## src/rtl/mem_arb_pkg.sv

```systemverilog
// Shared types for the instruction/data memory-port arbiter.
package mem_arb_pkg;

   // Arbiter sequencing: pick a side, issue its command, then stream its beats.
   typedef enum logic [2:0] {
      IDLE,
      CMD_I,
      CMD_D,
      RDATA,
      WDATA
   } state_t;

   // Which requester currently owns (or last owned) the memory port.
   typedef enum logic {
      GNT_I,
      GNT_D
   } grant_t;

endpackage

```

## src/rtl/mem_arbiter.sv

```systemverilog
// Two-way round-robin arbiter sharing one Avalon-MM style memory port between
// the instruction-side fill logic and the data-side fill/writeback logic.
// Only one transaction is in flight; IDLE is visited between transactions.
//
// Handshake: a command or write beat transfers on a cycle where the master
// holds rd/wr high and the slave's waitrequest is low. Read beats transfer on
// every cycle where rddatavalid is high; there is no back-pressure on them.
module mem_arbiter
   import mem_arb_pkg::*;
#(
   parameter int ADDR_WIDTH  = 32,
   parameter int DATA_WIDTH  = 32,
   parameter int BURST_WIDTH = 4
) (
   input  logic                   clock,
   input  logic                   reset_n,
   // instruction side
   input  logic [ADDR_WIDTH-1:0]  ic_addr,
   input  logic                   ic_rd,
   input  logic [BURST_WIDTH-1:0] ic_burstcount,
   output logic                   ic_waitrequest,
   output logic [DATA_WIDTH-1:0]  ic_rddata,
   output logic                   ic_rddatavalid,
   // data side
   input  logic [ADDR_WIDTH-1:0]  dc_addr,
   input  logic                   dc_rd,
   input  logic                   dc_wr,
   input  logic [DATA_WIDTH-1:0]  dc_wrdata,
   input  logic [BURST_WIDTH-1:0] dc_burstcount,
   output logic                   dc_waitrequest,
   output logic [DATA_WIDTH-1:0]  dc_rddata,
   output logic                   dc_rddatavalid,
   // memory side
   output logic [ADDR_WIDTH-1:0]  mem_addr,
   output logic                   mem_rd,
   output logic                   mem_wr,
   output logic [DATA_WIDTH-1:0]  mem_wrdata,
   output logic [BURST_WIDTH-1:0] mem_burstcount,
   input  logic                   mem_waitrequest,
   input  logic [DATA_WIDTH-1:0]  mem_rddata,
   input  logic                   mem_rddatavalid
);

   // A burstcount of zero is treated as a single beat.
   function automatic logic [BURST_WIDTH-1:0] fix_burst(input logic [BURST_WIDTH-1:0] bc);
      return (bc == '0) ? BURST_WIDTH'(1) : bc;
   endfunction

   state_t                 state_q, state_d;
   grant_t                 gnt_q, gnt_d;
   grant_t                 last_grant_q, last_grant_d;
   logic [BURST_WIDTH-1:0] len_q, len_d;
   logic [BURST_WIDTH-1:0] cnt_q, cnt_d;
   logic [BURST_WIDTH-1:0] bc_q, bc_d;
   logic [ADDR_WIDTH-1:0]  addr_q, addr_d;

   logic                   d_req;
   logic                   d_is_rd;
   logic                   d_is_wr;
   logic [BURST_WIDTH-1:0] cnt_inc;
   logic [BURST_WIDTH-1:0] ic_len;
   logic [BURST_WIDTH-1:0] dc_len;

   // Read data is steered to both sides unconditionally; only valid is gated.
   assign ic_rddata = mem_rddata;
   assign dc_rddata = mem_rddata;

   // Simultaneous dc_rd and dc_wr is illegal; the read takes precedence.
   assign d_req   = dc_rd | dc_wr;
   assign d_is_rd = dc_rd;
   assign d_is_wr = dc_wr & ~dc_rd;
   assign cnt_inc = cnt_q + BURST_WIDTH'(1);
   assign ic_len  = fix_burst(ic_burstcount);
   assign dc_len  = fix_burst(dc_burstcount);

   // State and transaction registers; reset abandons any transaction in flight.
   always_ff @(posedge clock or negedge reset_n) begin
      if (!reset_n) begin
         state_q      <= IDLE;
         gnt_q        <= GNT_D;
         last_grant_q <= GNT_D;
         len_q        <= '0;
         cnt_q        <= '0;
         bc_q         <= '0;
         addr_q       <= '0;
      end else begin
         state_q      <= state_d;
         gnt_q        <= gnt_d;
         last_grant_q <= last_grant_d;
         len_q        <= len_d;
         cnt_q        <= cnt_d;
         bc_q         <= bc_d;
         addr_q       <= addr_d;
      end
   end

   // Next-state, grant and port-mux logic.
   always_comb begin
      state_d        = state_q;
      gnt_d          = gnt_q;
      last_grant_d   = last_grant_q;
      len_d          = len_q;
      cnt_d          = cnt_q;
      bc_d           = bc_q;
      addr_d         = addr_q;
      mem_addr       = addr_q;
      mem_burstcount = bc_q;
      mem_rd         = 1'b0;
      mem_wr         = 1'b0;
      mem_wrdata     = dc_wrdata;
      ic_waitrequest = 1'b1;
      dc_waitrequest = 1'b1;
      ic_rddatavalid = 1'b0;
      dc_rddatavalid = 1'b0;

      case (state_q)
         IDLE: begin
            cnt_d = '0;
            // On a tie, the side that did not win last time is served.
            if (ic_rd && (!d_req || last_grant_q == GNT_D)) begin
               state_d      = CMD_I;
               gnt_d        = GNT_I;
               last_grant_d = GNT_I;
            end else if (d_req) begin
               state_d      = CMD_D;
               gnt_d        = GNT_D;
               last_grant_d = GNT_D;
            end
         end

         CMD_I: begin
            mem_addr       = ic_addr;
            mem_burstcount = ic_len;
            mem_rd         = ic_rd;
            ic_waitrequest = mem_waitrequest;
            addr_d         = ic_addr;
            bc_d           = ic_len;
            if (!ic_rd) begin
               state_d = IDLE;
            end else if (!mem_waitrequest) begin
               len_d   = ic_len;
               cnt_d   = '0;
               state_d = RDATA;
            end
         end

         CMD_D: begin
            mem_addr       = dc_addr;
            mem_burstcount = dc_len;
            mem_rd         = d_is_rd;
            mem_wr         = d_is_wr;
            dc_waitrequest = mem_waitrequest;
            addr_d         = dc_addr;
            bc_d           = dc_len;
            if (!d_req) begin
               state_d = IDLE;
            end else if (!mem_waitrequest) begin
               len_d = dc_len;
               if (d_is_rd) begin
                  cnt_d   = '0;
                  state_d = RDATA;
               end else begin
                  cnt_d   = BURST_WIDTH'(1);
                  state_d = (dc_len == BURST_WIDTH'(1)) ? IDLE : WDATA;
               end
            end
         end

         RDATA: begin
            if (gnt_q == GNT_I) begin
               ic_rddatavalid = mem_rddatavalid;
            end else begin
               dc_rddatavalid = mem_rddatavalid;
            end
            if (mem_rddatavalid) begin
               if (cnt_inc == len_q) begin
                  cnt_d   = '0;
                  state_d = IDLE;
               end else begin
                  cnt_d = cnt_inc;
               end
            end
         end

         WDATA: begin
            mem_wr         = dc_wr;
            dc_waitrequest = mem_waitrequest;
            if (dc_wr && !mem_waitrequest) begin
               if (cnt_inc == len_q) begin
                  cnt_d   = '0;
                  state_d = IDLE;
               end else begin
                  cnt_d = cnt_inc;
               end
            end
         end

         default: begin
            state_d = IDLE;
         end
      endcase
   end

endmodule

```

## config.mk

```make
export PLATFORM = sky130hd
export DESIGN_NAME = mem_arbiter
export DESIGN_NICKNAME = d
export VERILOG_FILES = /design/src/rtl/mem_arb_pkg.sv /design/src/rtl/mem_arbiter.sv
export SDC_FILE = /design/constraint.sdc
export NUM_CORES = 1
export LEC_CHECK = 0
export BUFFER_PORTS_ARGS = -buffer_cell sky130_fd_sc_hd__buf_2
export CELL_PAD_IN_SITES_DETAIL_PLACEMENT = 0
export CELL_PAD_IN_SITES_GLOBAL_PLACEMENT = 2
export CORE_MARGIN = 4
export CORE_UTILIZATION = 18
export DETAILED_ROUTE_END_ITERATION = 8
export PLACE_DENSITY_LB_ADDON = 0.1
export SETUP_SLACK_MARGIN = 0.15
export SYNTH_ARGS = -nofsm -noshare
export SYNTH_HDL_FRONTEND = slang
export SYNTH_SLANG_ARGS = --single-unit
```

## constraint.sdc

```tcl
create_clock -name clock -period 1.8 [get_ports clock]
set_clock_uncertainty 0.05 [all_clocks]
set_input_delay 0.09 -clock clock [delete_from_list [all_inputs] [get_ports clock]]
set_output_delay 0.09 -clock clock [all_outputs]
set_load 0.03 [all_outputs]
```

* After elaboration in Yosys (flattened, before gate mapping)
Index checks and enable logic that the tools add are counted.
** Cells by class
- Add/subtract/negate cells :: 1
- Equality and inequality tests :: 15
- Mux-type cells :: 40
- Bitwise operators :: 3
- Reductions and logical operators :: 16
** Operators with widths (count)
- case mux 32 bit (2 select lines) :: 1
- 2-to-1 mux 4 bit :: 13
- 2-to-1 mux 3 bit :: 11
- case mux 4 bit (5 select lines) :: 1
- case mux 4 bit (2 select lines) :: 2
- case mux 3 bit (5 select lines) :: 1
- inequality test 2 bit, second input constant :: 6
- AND reduction 5 bit :: 2
- 2-to-1 mux 1 bit :: 9
- inequality test 3 bit, second input constant :: 3
- logical NOT 4 bit :: 2
- AND reduction 7 bit :: 1
- equality test 3 x 2 -> 1 bit, second input constant :: 2
- nonzero test 5 bit :: 1
- adder 4 x 1 -> 4 bit, second input constant :: 1
- equality test 4 x 1 -> 1 bit, second input constant :: 1
- equality test 4 bit :: 1
- case mux 1 bit (2 select lines) :: 2
- nonzero test 2 bit :: 2
- equality test 3 x 1 -> 1 bit, second input constant :: 1
- equality test 3 bit, second input constant :: 1
- logical NOT 3 bit :: 1
- logical AND 1 bit :: 2
- logical NOT 1 bit :: 2
- other kinds (6) :: 6
** Word-level totals
- Bits in registers :: 48
- Bits of input ports :: 143
- Logic and storage cells :: 81

* Longest topological paths before layout
Gate-level depths: netlist of the first run.
- Depth after elaboration :: 8
- Depth in mapped cells :: 7
- Depth with buffers taken out :: 6

* Worst setup path before layout of the first run
OpenSTA, ideal clock, no wires.
- Path kind :: register to register
- Start point :: reg state_q[2]
- End point :: reg addr_q[10]
- Arrival :: 1838 ps
- Data required time :: 1564 ps
- Setup slack :: -273 ps
- Cell stages (with the launch flop) :: 8
- Period minus slack after synthesis :: 2073 ps
- Cells stage by stage :: dfrtp_1 > buf_2 > buf_2 > clkbuf_1 > nor2_1 > a21oi_1 > o22ai_1 > a21oi_1
** Between the ends
- Longest elaborated chain between the ends :: 2
- Elaborated cells on any way between the ends :: 3
- Those cells by class :: 2 x eq/ne; 1 x mux
** Ends and longest elaborated chain
- start: declaration :: RTL line mem_arbiter.sv:49 : state_t state_q, state_d;
- start signal: assignment :: RTL line mem_arbiter.sv:87 : state_q <= state_d;
- equality test 3 x 2 -> 1 bit or equality test 3 x 1 -> 1 bit (tied branches)
- case mux 32 bit (2 select lines) (*) :: RTL line mem_arbiter.sv:116 : case (state_q)
- via mem_addr[10] :: RTL line mem_arbiter.sv:34 : output logic [ADDR_WIDTH-1:0] mem_addr,
- end signal: assignment :: RTL line mem_arbiter.sv:93 : addr_q <= addr_d;
- end: declaration :: RTL line mem_arbiter.sv:55 : logic [ADDR_WIDTH-1:0] addr_q, addr_d;
Mark *: on every way through the listed nets, which the timed path passes. The rest lies on a longest branch.
A chain may end at the register's enable or synchronous reset.

* Worst setup path in the final report of the first run
- Start point :: reg state_q[1]
- End point :: out mem_burstcount[0]
** Between the ends
- Longest elaborated chain between the ends :: 2
- Elaborated cells on any way between the ends :: 3
- Those cells by class :: 2 x eq/ne; 1 x mux
** Ends and longest elaborated chain
- equality test 3 x 2 -> 1 bit or equality test 3 x 1 -> 1 bit (tied branches) :: RTL line mem_arbiter.sv:116
- case mux 4 bit (2 select lines) (*)
- end: declaration :: RTL line mem_arbiter.sv:38 : output logic [BURST_WIDTH-1:0] mem_burstcount,
Mark *: on every way between the ends. The rest lies on a longest branch, timed or not.

==> results of run 1 <==
## cell families (layout without fill, tap and decap cells)
family | count (synthesis) | count (layout)
flops | 48 | 48
mux | 4 | 4
simple gates | 150 | 150
buf+inv | 141 | 216
xor+xnor | 6 | 6
compound gates | 172 | 172
fa+ha+maj | 1 | 1
## critical path: stages (launching register included)
cell and delay, ns:
dfrtp_4 0.52, buf_8 0.15, buf_12 0.12, or4_1 0.47, o21ai_1 0.12, a21oi_2 0.09, buf_6 0.14
## state kept, by name, summed over array words and instances (netlist names)
| signal | count |
|---|---|
| len_q | 4 |
| bc_q | 4 |
| state_q | 3 |
| cnt_q | 4 |
| last_grant_q | 1 |
| addr_q | 32 |
## how the worst max path moves through the flow
stage / from / endpoint / depth (start not counted) / slack (ns)
6_report: state_q[1]$_DFFE_PN0P_ / mem_burstcount[0] / 6 / -0.24
5_1_grt: cnt_q[0]$_DFFE_PN0P_ / state_q[2]$_DFFE_PN0P_ / 6 / -0.33
4_1_cts: state_q[1]$_DFFE_PN0P_ / mem_burstcount[0] / 6 / -0.26
3_3_place_gp: cnt_q[0]$_DFFE_PN0P_ / state_q[2]$_DFFE_PN0P_ / 6 / -0.22
3_5_place_dp: cnt_q[0]$_DFFE_PN0P_ / state_q[2]$_DFFE_PN0P_ / 6 / -0.26
2_1_floorplan: cnt_q[0]$_DFFE_PN0P_ / state_q[2]$_DFFE_PN0P_ / 6 / -0.17
## layer usage
layer,vias to the layer above,routed length [µm],GRT usage (%)
met1,1892,6507,14.71
met4,0,366,4.377
met5,-,0,0
li1,1900,-,-
met2,98,7862,20.85
met3,51,869,2.865
## cell usage in the layout, fill, tap and decap left out, types with 3 or more instances in the layout
cell       instances
or3_1             32
dfrtp_1           43
o21ai_0           23
nor3_1             4
buf_4             61
o21ai_2            7
buf_12             6
a21oi_2           61
nor2_2             4
o22ai_1           37
nand2_1           12
buf_2             90
mux2i_1            3
buf_16             3
buf_6             33
o21ai_1           12
or3_4              4
inv_1              4
a21oi_1           12
nand3b_1           4
buf_8              5
nor2_1            71
clkbuf_16          7
## synthesized netlist by cell type (all sizes together), types with 2 or more instances
| cell type | number | area (µm²) |
|---|---|---|
| nand2 | 13 | 48.80 |
| clkbuf | 30 | 112.6 |
| dfrtp | 47 | 1176 |
| o41ai | 2 | 36.29 |
| xor2 | 2 | 17.52 |
| xnor2 | 4 | 35.03 |
| inv | 6 | 22.52 |
| o21ai | 42 | 210.2 |
| nor4 | 3 | 18.77 |
| or3 | 36 | 225.2 |
| o31ai | 2 | 15.01 |
| o211ai | 2 | 15.01 |
| buf | 105 | 763.2 |
| nor3 | 6 | 30.03 |
| mux2i | 3 | 30.03 |
| a21oi | 74 | 370.4 |
| nor2 | 77 | 289.0 |
| nand3 | 2 | 10.01 |
| nand3b | 4 | 30.03 |
| or4 | 3 | 22.52 |
| o22ai | 37 | 231.5 |
| nand2b | 2 | 20.02 |
## through the flow
| stage | cell area, µm² | std cells | hold slack [ns] |
|---|---|---|---|
| floorplan | 4299 | 522 | -0.2556 |
| global placement | 4690 | 833 | 0.07927 |
| detailed placement | 4690 | 833 | 0.07998 |
| CTS | 5419 | 862 | 0.08714 |
| global route | 5677 | 872 | 0.09814 |
| finish | 5677 | 872 | 0.08670 |
## report_power, final
group	internal [W]	switching [W]	leakage [nW]	total [W]
clock network	0.000557	0.000474	0.0701	0.00103
logic	0.00472	0.00595	1.74	0.0107
registers	0.00164	0.000431	0.540	0.00207
## area by class of cell
class / count / area share, %
multi-input cells: 333 / 40.45
well taps: 275 / 6.061
inverters: 6 / 0.4188
flip-flops and latches: 48 / 21.36
clock buffers: 7 / 2.513
repair buffers: 202 / 29.07
clock inverters: 1 / 0.1322
## repair_timing
item,in CTS,in global routing
gates cloned,3,2
gates resized for setup,100,44
hold buffers,1,0
endpoints found under the setup margin,66,75
hold endpoints to repair,47,0
pin swaps,17,10
setup buffers,17,8
==> results.txt, run 1 <==
die width = 155.5 µm
setup ws final = -0.2444 ns
Hold WC Path Type = input port to flop
Vias/cell = 4.519
RSZ-0062 raised after global routing = yes
total CTS buffers = 5
Hold Crit Endpoint = len_q[2]$_DFFE_PN0P_
initial antenna violation count = 0
Syn Inst Count = 522
pin count of the biggest net entering global routing = 49
Slew Limit Fails = 0
worst-case clock buffer depth = 2
mean post-synth cell area = 7.505 µm²
Worst EP required = 1.66 ns
Slew headroom = 64.98%
Reg2Reg Capture Point = state_q[2]$_DFFE_PN0P_
Post-synth EDFFs = 0
DRC errors left = 0
initial DRC count = 163
CTS tree = built
WHS Path Cells = 3
outcome = finished with violations
failing checks = setup timing
area of the multi-input gates = 2296 µm²
period utilisation layout = 113.6%
crit path time final = 2.044 ns
# H-tree levels = 2
main combinational cell family by area after synthesis = compound AO/OA/AOI/OAI gates
Pwr Density = 2426 nW/µm²
CP endpoint kind = output port
Max Cap Viol = 0
Area growth syn-to-layout = 44.91%
synthesized cell area = 3918 µm²
mean routed wirelength per cell = 17.90 µm
Async SR Flop Fraction = 100.0%
simple-gate share of the synthesized area = 18.49%
final hold vios = 0
post-synthesis mux area share = 1.054%
drt pass-1 iters = 4
via count = 3941
Arr. time, crit path = 1.90 ns
Diodes inserted = 0
Site Rows = 53
core area = 21220 µm²
Compound-Gate Fraction of Synth Area = 25.17%
YS warnings = 0
total grt overflow = 0
hpwl dp = 9718 µm
initial core utilization = 18.46%
Clock transition at path regs = 0.08 ns
Peak Freq = 489.1 MHz
All-Layer GR Usage = 12.10%
Lkg Pwr = 2.350 nW
Setup Viol. Count Final = 50
global-route wire length before repair = 23070 µm
CP Class = flop to output port
flops & latches, synth = 48
sequential area share after synthesis = 30.69%
input/output buffers = 120
Die Y = 155.5 µm
Worst Max-Slew Pin Slew = 0.5205 ns
drt total wl = 15610 µm
Sequential cell area = 1212 µm²
R2R Setup Slk = -0.21 ns
worst hold start = dc_burstcount[2]
Place WS = -0.2589 ns
critical path fanouts, max = 6
Clock Latency Late Sink = 0.30 ns
Top-Level Pins = 281
Synth Area in Adders = 0.3194%
Antenna Nets Post-Route = 0
total negative setup slack = -8.462 ns
worst r2r path cells = 6
Final Power = 0.01377 W
fillcell total = 2342
Worst setup SP type = flop
# clock sinks = 48
Max IR drop VDD = 908.4 µV
synth unique cells = 47
Root Buffer = clkbuf_16
placer congestion estimate = 0.6957
share of layout cells above drive strength 1 = 53.60%
xor/xnor share of the synthesized area = 1.341%
Final #Nets = 740
vias in the first global route = 4074
Synthesized Nets = 666
reg2reg start = cnt_q[0]$_DFFE_PN0P_
die area = 24190 µm²
main flop type after synthesis = dfrtp_1
post-layout util = 26.75%
No activity file was read; power rests on OpenSTA's default activity.
==> inputs of run 2 (changes only) <==
Settings changed: CAP_MARGIN from default to 20, SETUP_SLACK_MARGIN 0.15 to 0.05.
==> run 2 against run 1 <==
  * The run still ends with setup timing left
  * Wire length is 2.0% lower
  * Core utilization increased by 0.82 points
  * Power grew 5.8%
  * Sequential share of layout area fell by 0.66 points
  * Design area is 3.1% higher
  * Critical path type is now flop to flop
  * Critical endpoint is now state_q[2]$_DFFE_PN0P_
  * Highest routed layer is now met5
==> results.txt, run 2 (synthesized netlist as in run 1, its figures left out) <==
outcome = finished with violations
failing checks = setup timing
Worst Max-Slew Pin Slew = 0.4524 ns (-0.06806 ns)
Final #Nets = 738 (-0.27%)
worst r2r path cells = 7 (+1)
total grt overflow = 0 (unchanged)
setup ws final = -0.2183 ns (+0.02618 ns)
critical path cell sequence = buf_6 > buf_6 > nand3b_1 > o31a_1 > o221ai_2 > and2b_2 > mux2_4
die area = 24190 µm² (unchanged)
# clock sinks = 48 (unchanged)
Top-Level Pins = 281 (unchanged)
initial DRC count = 145 (-11%)
WHS Path Cells = 3 (unchanged)
sw power = 0.007108 W (+3.7%)
Non-Filler Cell Area, Final = 5851 µm² (+3.1%)
Cell Int Power = 0.007465 W (+7.9%)
Root Buffer = clkbuf_16
Pwr Density = 2491 nW/µm² (+2.7%)
Reg2Reg Capture Point = state_q[2]$_DFFE_PN0P_
slowest stage delay, CP = 0.52 ns (about the same)
reg2reg start = state_q[1]$_DFFE_PN0P_
Area growth syn-to-layout = 49.35%
Die Y = 155.5 µm (unchanged)
Clock Latency Late Sink = 0.30 ns (about the same)
Slew Limit Fails = 0 (unchanged)
CTS tree = built
mean routed wirelength per cell = 17.57 µm (-1.8%)
area post-placement = 4578 µm² (-2.4%)
Arr. time, crit path = 2.16 ns (+0.26 ns)
Top Usage Layer GRT = met2
Max Cap Viol = 0 (unchanged)
Placed Cells = 824 (-1.1%)
Hold Crit Endpoint = len_q[3]$_DFFE_PN0P_
CP endpoint kind = flop
Peak Freq = 495.5 MHz (+1.3%)
R2R Setup Slk = -0.22 ns (about the same)
Max IR drop VDD = 984.6 µV (+8.4%)
Reg with most FFs = addr_q
pin count of the biggest net entering global routing = 52 (+6.1%)
Final Power = 0.01457 W (+5.8%)
RSZ-0062 raised after global routing = yes
slowest CP cell = dfrtp_4
DRC errors left = 0 (unchanged)
combinational power share = 78.4% (+0.9 points)
Clock transition at path regs = 0.07 ns (about the same)
Largest register FFs = 32 (unchanged)
crit path time final = 2.018 ns (-0.02617 ns)
hpwl dp = 9519 µm (-2.0%)
clock share of power = 6.8% (-0.7 points)
Hold WC Path Type = input port to flop
final hold vios = 0 (unchanged)
vias in the first global route = 3864 (-5.2%)
initial core utilization = 18.46% (unchanged)
switching fraction of total power = 48.77% (-1.0 points)
most common cell after layout, fill and taps aside = buf_2
Worst path most repeated cell = buf_6
share of layout cells above drive strength 1 = 56.73% (+3.1 points)
Worst EP required = 1.94 ns (+0.28 ns)
period utilisation layout = 112.1% (-1.5 points)
drt total wl = 15290 µm (-2.0%)
total CTS buffers = 5 (unchanged)
Vias/cell = 4.459 (-1.3%)
met3 Track Usage GR = 3.811% (+0.95 points)
worst hold start = ic_burstcount[3]
drt pass-1 iters = 4 (unchanged)
Worst setup SP type = flop
commonest cells after routing, fill and taps aside = buf_2, nor2_1, buf_6, buf_4, dfrtp_1
sequential power share = 14.8% (-0.2 points)
die width = 155.5 µm (unchanged)
met2 GRT Util = 18.64% (-2.2 points)
via count = 3879 (-1.6%)
input/output buffers = 120 (unchanged)
Site Rows = 53 (unchanged)
Post-Layout Cell Count = 870 (-0.23%)
critical path fanouts, max = 6 (unchanged)
global-route wire length before repair = 22580 µm (-2.1%)
initial antenna violation count = 2 (+2)
placer congestion estimate = 0.7620 (+9.5%)
core area = 21220 µm² (unchanged)
worst-case clock buffer depth = 2 (unchanged)
Antenna Nets Post-Route = 0 (unchanged)
Slew headroom = 69.56% (+4.6 points)
Setup Viol. Count Final = 48 (-4.0%)
Lkg Pwr = 2.418 nW (+2.9%)
All-Layer GR Usage = 11.91% (-0.18 points)
CP Class = flop to flop
met1 Resource Use GR = 16.08% (+1.4 points)
Fin Hold WS = 0.07371 ns (-0.01298 ns)
# H-tree levels = 2 (unchanged)
## run 2: changes by cell type in the layout (fill, tap and decap cells not counted), moves of 10 or more
cell	delta
o21ai_2	+24
o21ai_0	-21
a21oi_1	+20
or3_1	-13
buf_6	+18
buf_4	-10
buf_2	-12
a21oi_2	-20
or3_4	+13
## run 2: through the flow
| stage | utilization [%] | setup TNS [ns] | worst slack [ns] |
|---|---|---|---|
| after floorplan | - | -0.2613 | -0.1669 |
| after global placement | 21.57 | -0.7184 | -0.1778 |
| after detailed placement | 21.57 | -1.035 | -0.2256 |
| after CTS | 25.07 | -9.479 | -0.2258 |
| after global routing | 27.57 | -11.44 | -0.2877 |
| final | 27.57 | -8.060 | -0.2183 |
## run 2: area by class of cell
cell class | count | area [µm²]
clock buffer | 6 | 128.9
fill | 2293 | 15370
multi-input combinational | 333 | 2360
timing repair buffer | 200 | 1770
antenna | 1 | 2.502
sequential | 48 | 1211
tap | 275 | 344.1
inverter | 6 | 28.78
clock inverter | 1 | 5.005
## run 2: power by group through the flow
stage | Combinational (W) | Sequential, W | Clock, W
final | 0.0114 | 0.00215 | 0.000994
after global routing | 0.0123 | 0.00223 | 0.00107
after CTS | 0.0104 | 0.00205 | 0.00106
after detailed placement | 0.00820 | 0.00205 | 0
after global placement | 0.00817 | 0.00203 | 0
after floorplan | 0.00606 | 0.00193 | 0
## run 2: worst max-delay path by stage
stage	from	end	cells past startpoint
finish	state_q[1]$_DFFE_PN0P_	state_q[2]$_DFFE_PN0P_	7
global route	state_q[1]$_DFFE_PN0P_	state_q[2]$_DFFE_PN0P_	7
CTS	state_q[1]$_DFFE_PN0P_	mem_addr[26]	6
detailed placement	cnt_q[1]$_DFFE_PN0P_	state_q[2]$_DFFE_PN0P_	6
global placement	cnt_q[1]$_DFFE_PN0P_	state_q[2]$_DFFE_PN0P_	6
floorplan	cnt_q[0]$_DFFE_PN0P_	state_q[2]$_DFFE_PN0P_	6
## run 2: timing repair
item,CTS,global route
gates cloned,4,1
hold buffers,1,0
endpoints found under the setup margin,52,55
setup buffers,19,14
pin swaps,21,18
resized for setup,137,96
hold endpoints to repair,47,0
## run 2: metal layers
metal	up-vias	part of all wire, %	wire (µm)
met2	112	46	6988
met3	14	7.3	1109
met4	2	0.84	128
met1	1863	46	7047
met5	-	0.085	13
li1	1888	-	-
## run 2: critical path, delay by kind of cell, from the launching register on
family | cells | cell delay (ns)
AO/OA/AOI/OAI | 2 | 0.33
buffers and inverters | 2 | 0.27
flip-flops | 1 | 0.52
multiplexers | 1 | 0.29
AND/OR/NAND/NOR | 2 | 0.43
==> inputs of run 3 (changes only) <==
Settings changed: CORE_UTILIZATION 18 to 22.
Clock period 1.8 ns to 2.54 ns, I/O delays scaled along.
==> run 3 against run 2 <==
  * Global-route usage up 1.1 points
  * Worst setup slack better by 0.49 ns
  * Core utilization down 3.4 points
  * Count of clock-buffer cells in the layout up 2
  * Sequential share of layout area up 8.1 points
  * The run now ends clean
  * Largest power group unchanged
  * Sequential power down 30%
==> results.txt, run 3 (synthesized netlist as in run 1, its figures left out) <==
Root Buffer = clkbuf_16
Die Y = 141.4 µm (-9.1%)
CTS tree = built
RSZ-0062 raised after global routing = no
DRC errors left = 0 (unchanged)
total negative setup slack = 0 ns (+8.060 ns)
crit path time final = 2.273 ns
period utilisation layout = 89.47%
Worst setup SP type = flop
Top-Level Pins = 281 (unchanged)
highest routed layer = met5
Clock transition at path regs = 0.07 ns (about the same)
Lkg Pwr = 1.768 nW (-27%)
mean routed wirelength per cell = 17.63 µm (+0.33%)
metal1 wirelength = 5817 µm (-17%)
# clock sinks = 48 (unchanged)
Max IR drop VDD = 516.4 µV (-48%)
CP endpoint kind = output port
Pwr Density = 1671 nW/µm² (-33%)
vias in the first global route = 3658 (-5.3%)
Antenna Nets Post-Route = 0 (unchanged)
Diodes inserted = 0 (-1)
die area = 20010 µm² (-17%)
met3 wire len = 982 µm (-11%)
Worst EP required = 2.36 ns (+0.42 ns)
Reg with most FFs = addr_q
most common cell after layout, fill and taps aside = buf_2
# H-tree levels = 2 (unchanged)
All-Layer GR Usage = 13.04% (+1.1 points)
initial antenna violation count = 2 (unchanged)
pin count of the biggest net entering global routing = 104 (+100%)
met2 wire length = 6199 µm (-11%)
CP Class = flop to output port
commonest cells after routing, fill and taps aside = buf_2, nor2_1, a21oi_1, dfrtp_1, o21ai_0
total CTS buffers = 5 (unchanged)
hpwl dp = 8820 µm (-7.3%)
input/output buffers = 120 (unchanged)
outcome = finished, final reports clean
Worst Max-Slew Pin Slew = 0.5637 ns (+0.1113 ns)
R2R Setup Slk = 0.37 ns (+0.59 ns)
drt total wl = 13200 µm (-14%)
fillcell total = 1944 (-15%)
worst-case clock buffer depth = 2 (unchanged)
Resized Gates After CTS = 0 (-100%)
area of the multi-input gates = 1817 µm² (-23%)
core area = 17360 µm² (-18%)
Max Cap Viol = 0 (unchanged)
initial DRC count = 143 (-1.4%)
final hold vios = 0 (unchanged)
critical path fanouts, max = 103 (+97)
global-route wire length before repair = 20650 µm (-8.6%)
Place WS = 0.3570 ns (+0.5826 ns)
Sequential cell area = 1209 µm² (-0.21%)
Site Rows = 48 (-9.4%)
Arr. time, crit path = 2.10 ns (-0.06 ns)
Area growth syn-to-layout = 7.122%
share of layout cells above drive strength 1 = 27.29% (-29 points)
drt pass-1 iters = 4 (unchanged)
Largest register FFs = 32 (unchanged)
setup ws final = 0.2675 ns (+0.4857 ns)
total grt overflow = 0 (unchanged)
Slew Limit Fails = 0 (unchanged)
Peak Freq = 440.0 MHz
via count = 3607 (-7.0%)
Vias/cell = 4.816 (+8.0%)
Slew headroom = 62.42% (-7.1 points)
placer congestion estimate = 0.7397 (-2.9%)
die width = 141.4 µm (-9.1%)
Hold WC Path Type = input port to flop
Setup Viol. Count Final = 0 (-100%)
initial core utilization = 22.57% (+4.1 points)
Final #Nets = 667 (-9.6%)
Clock Latency Late Sink = 0.30 ns (about the same)
[run 3: cell types whose count changed in the layout (fill, tap and decap cells not counted), moves of 31 or more]
cell     previous run  this run
a21oi_1            32        74
o21ai_0             2        42
a21oi_2            41         0
buf_6              51         0
buf_2              78       120
buf_4              51         4
o21ai_2            31         0
[run 3: final cells by class]
class	count	share of cell area [%]
multi-input cells	333	43.29
inverters	6	0.5367
flip-flops and latches	48	28.80
clock buffers	8	3.488
well taps	225	6.708
repair buffers	129	17.17
[run 3: metal layers]
metal  global-route usage (%)  vias up
met1                    16.47     1687
met4                    3.333        4
met5                        0        -
met3                    4.921       33
met2                    21.04      135
li1                         -     1748
[run 3: path summary, 6_finish.rpt]
path	startpoint	to	cells after the start
setup / recovery	state_q[1]$_DFFE_PN0P_	mem_burstcount[0]	5
hold / removal	ic_burstcount[2]	len_q[2]$_DFFE_PN0P_	3
setup reg to reg	cnt_q[0]$_DFFE_PN0P_	state_q[2]$_DFFE_PN0P_	5
hold reg to reg	cnt_q[1]$_DFFE_PN0P_	cnt_q[1]$_DFFE_PN0P_	2
max in group asynchronous	reset_n	last_grant_q$_DFFE_PN1P_	3
min in group asynchronous	reset_n	len_q[2]$_DFFE_PN0P_	2
[run 3: critical path, cell delays in order (launching register included)]
cell and delay, ns:
dfrtp_4 0.58, buf_12 0.26, or4_1 0.54, o21ai_0 0.08, a21oi_1 0.11, buf_2 0.21
[run 3: stage by stage]
stage | hold WS [ns] | std cells | total power, W | cell area, µm² | util [%]
after floorplan | -0.2186 | 522 | 0.005207 | 3918 | -
after global placement | 0.1278 | 740 | 0.006365 | 4040 | 23.28
after detailed placement | 0.1102 | 740 | 0.006388 | 4040 | 23.28
after CTS | 0.09605 | 749 | 0.007155 | 4197 | 24.18
after global routing | 0.1538 | 749 | 0.007657 | 4197 | 24.18
final | 0.09788 | 749 | 0.007011 | 4197 | 24.18
[run 3: power breakdown]
group / switching, W / internal [W]
Sequential: 0.000345 / 0.00116
Clock: 0.000332 / 0.000395
Combinational: 0.00327 / 0.00151
Total: 0.00394 / 0.00307
[run 3: what timing repair did]
action | in CTS | in global routing
setup endpoints to repair | 0 | 0
endpoints found under the hold margin | 19 | 0
hold buffers | 1 | 0
buffers inserted | 0 | 0
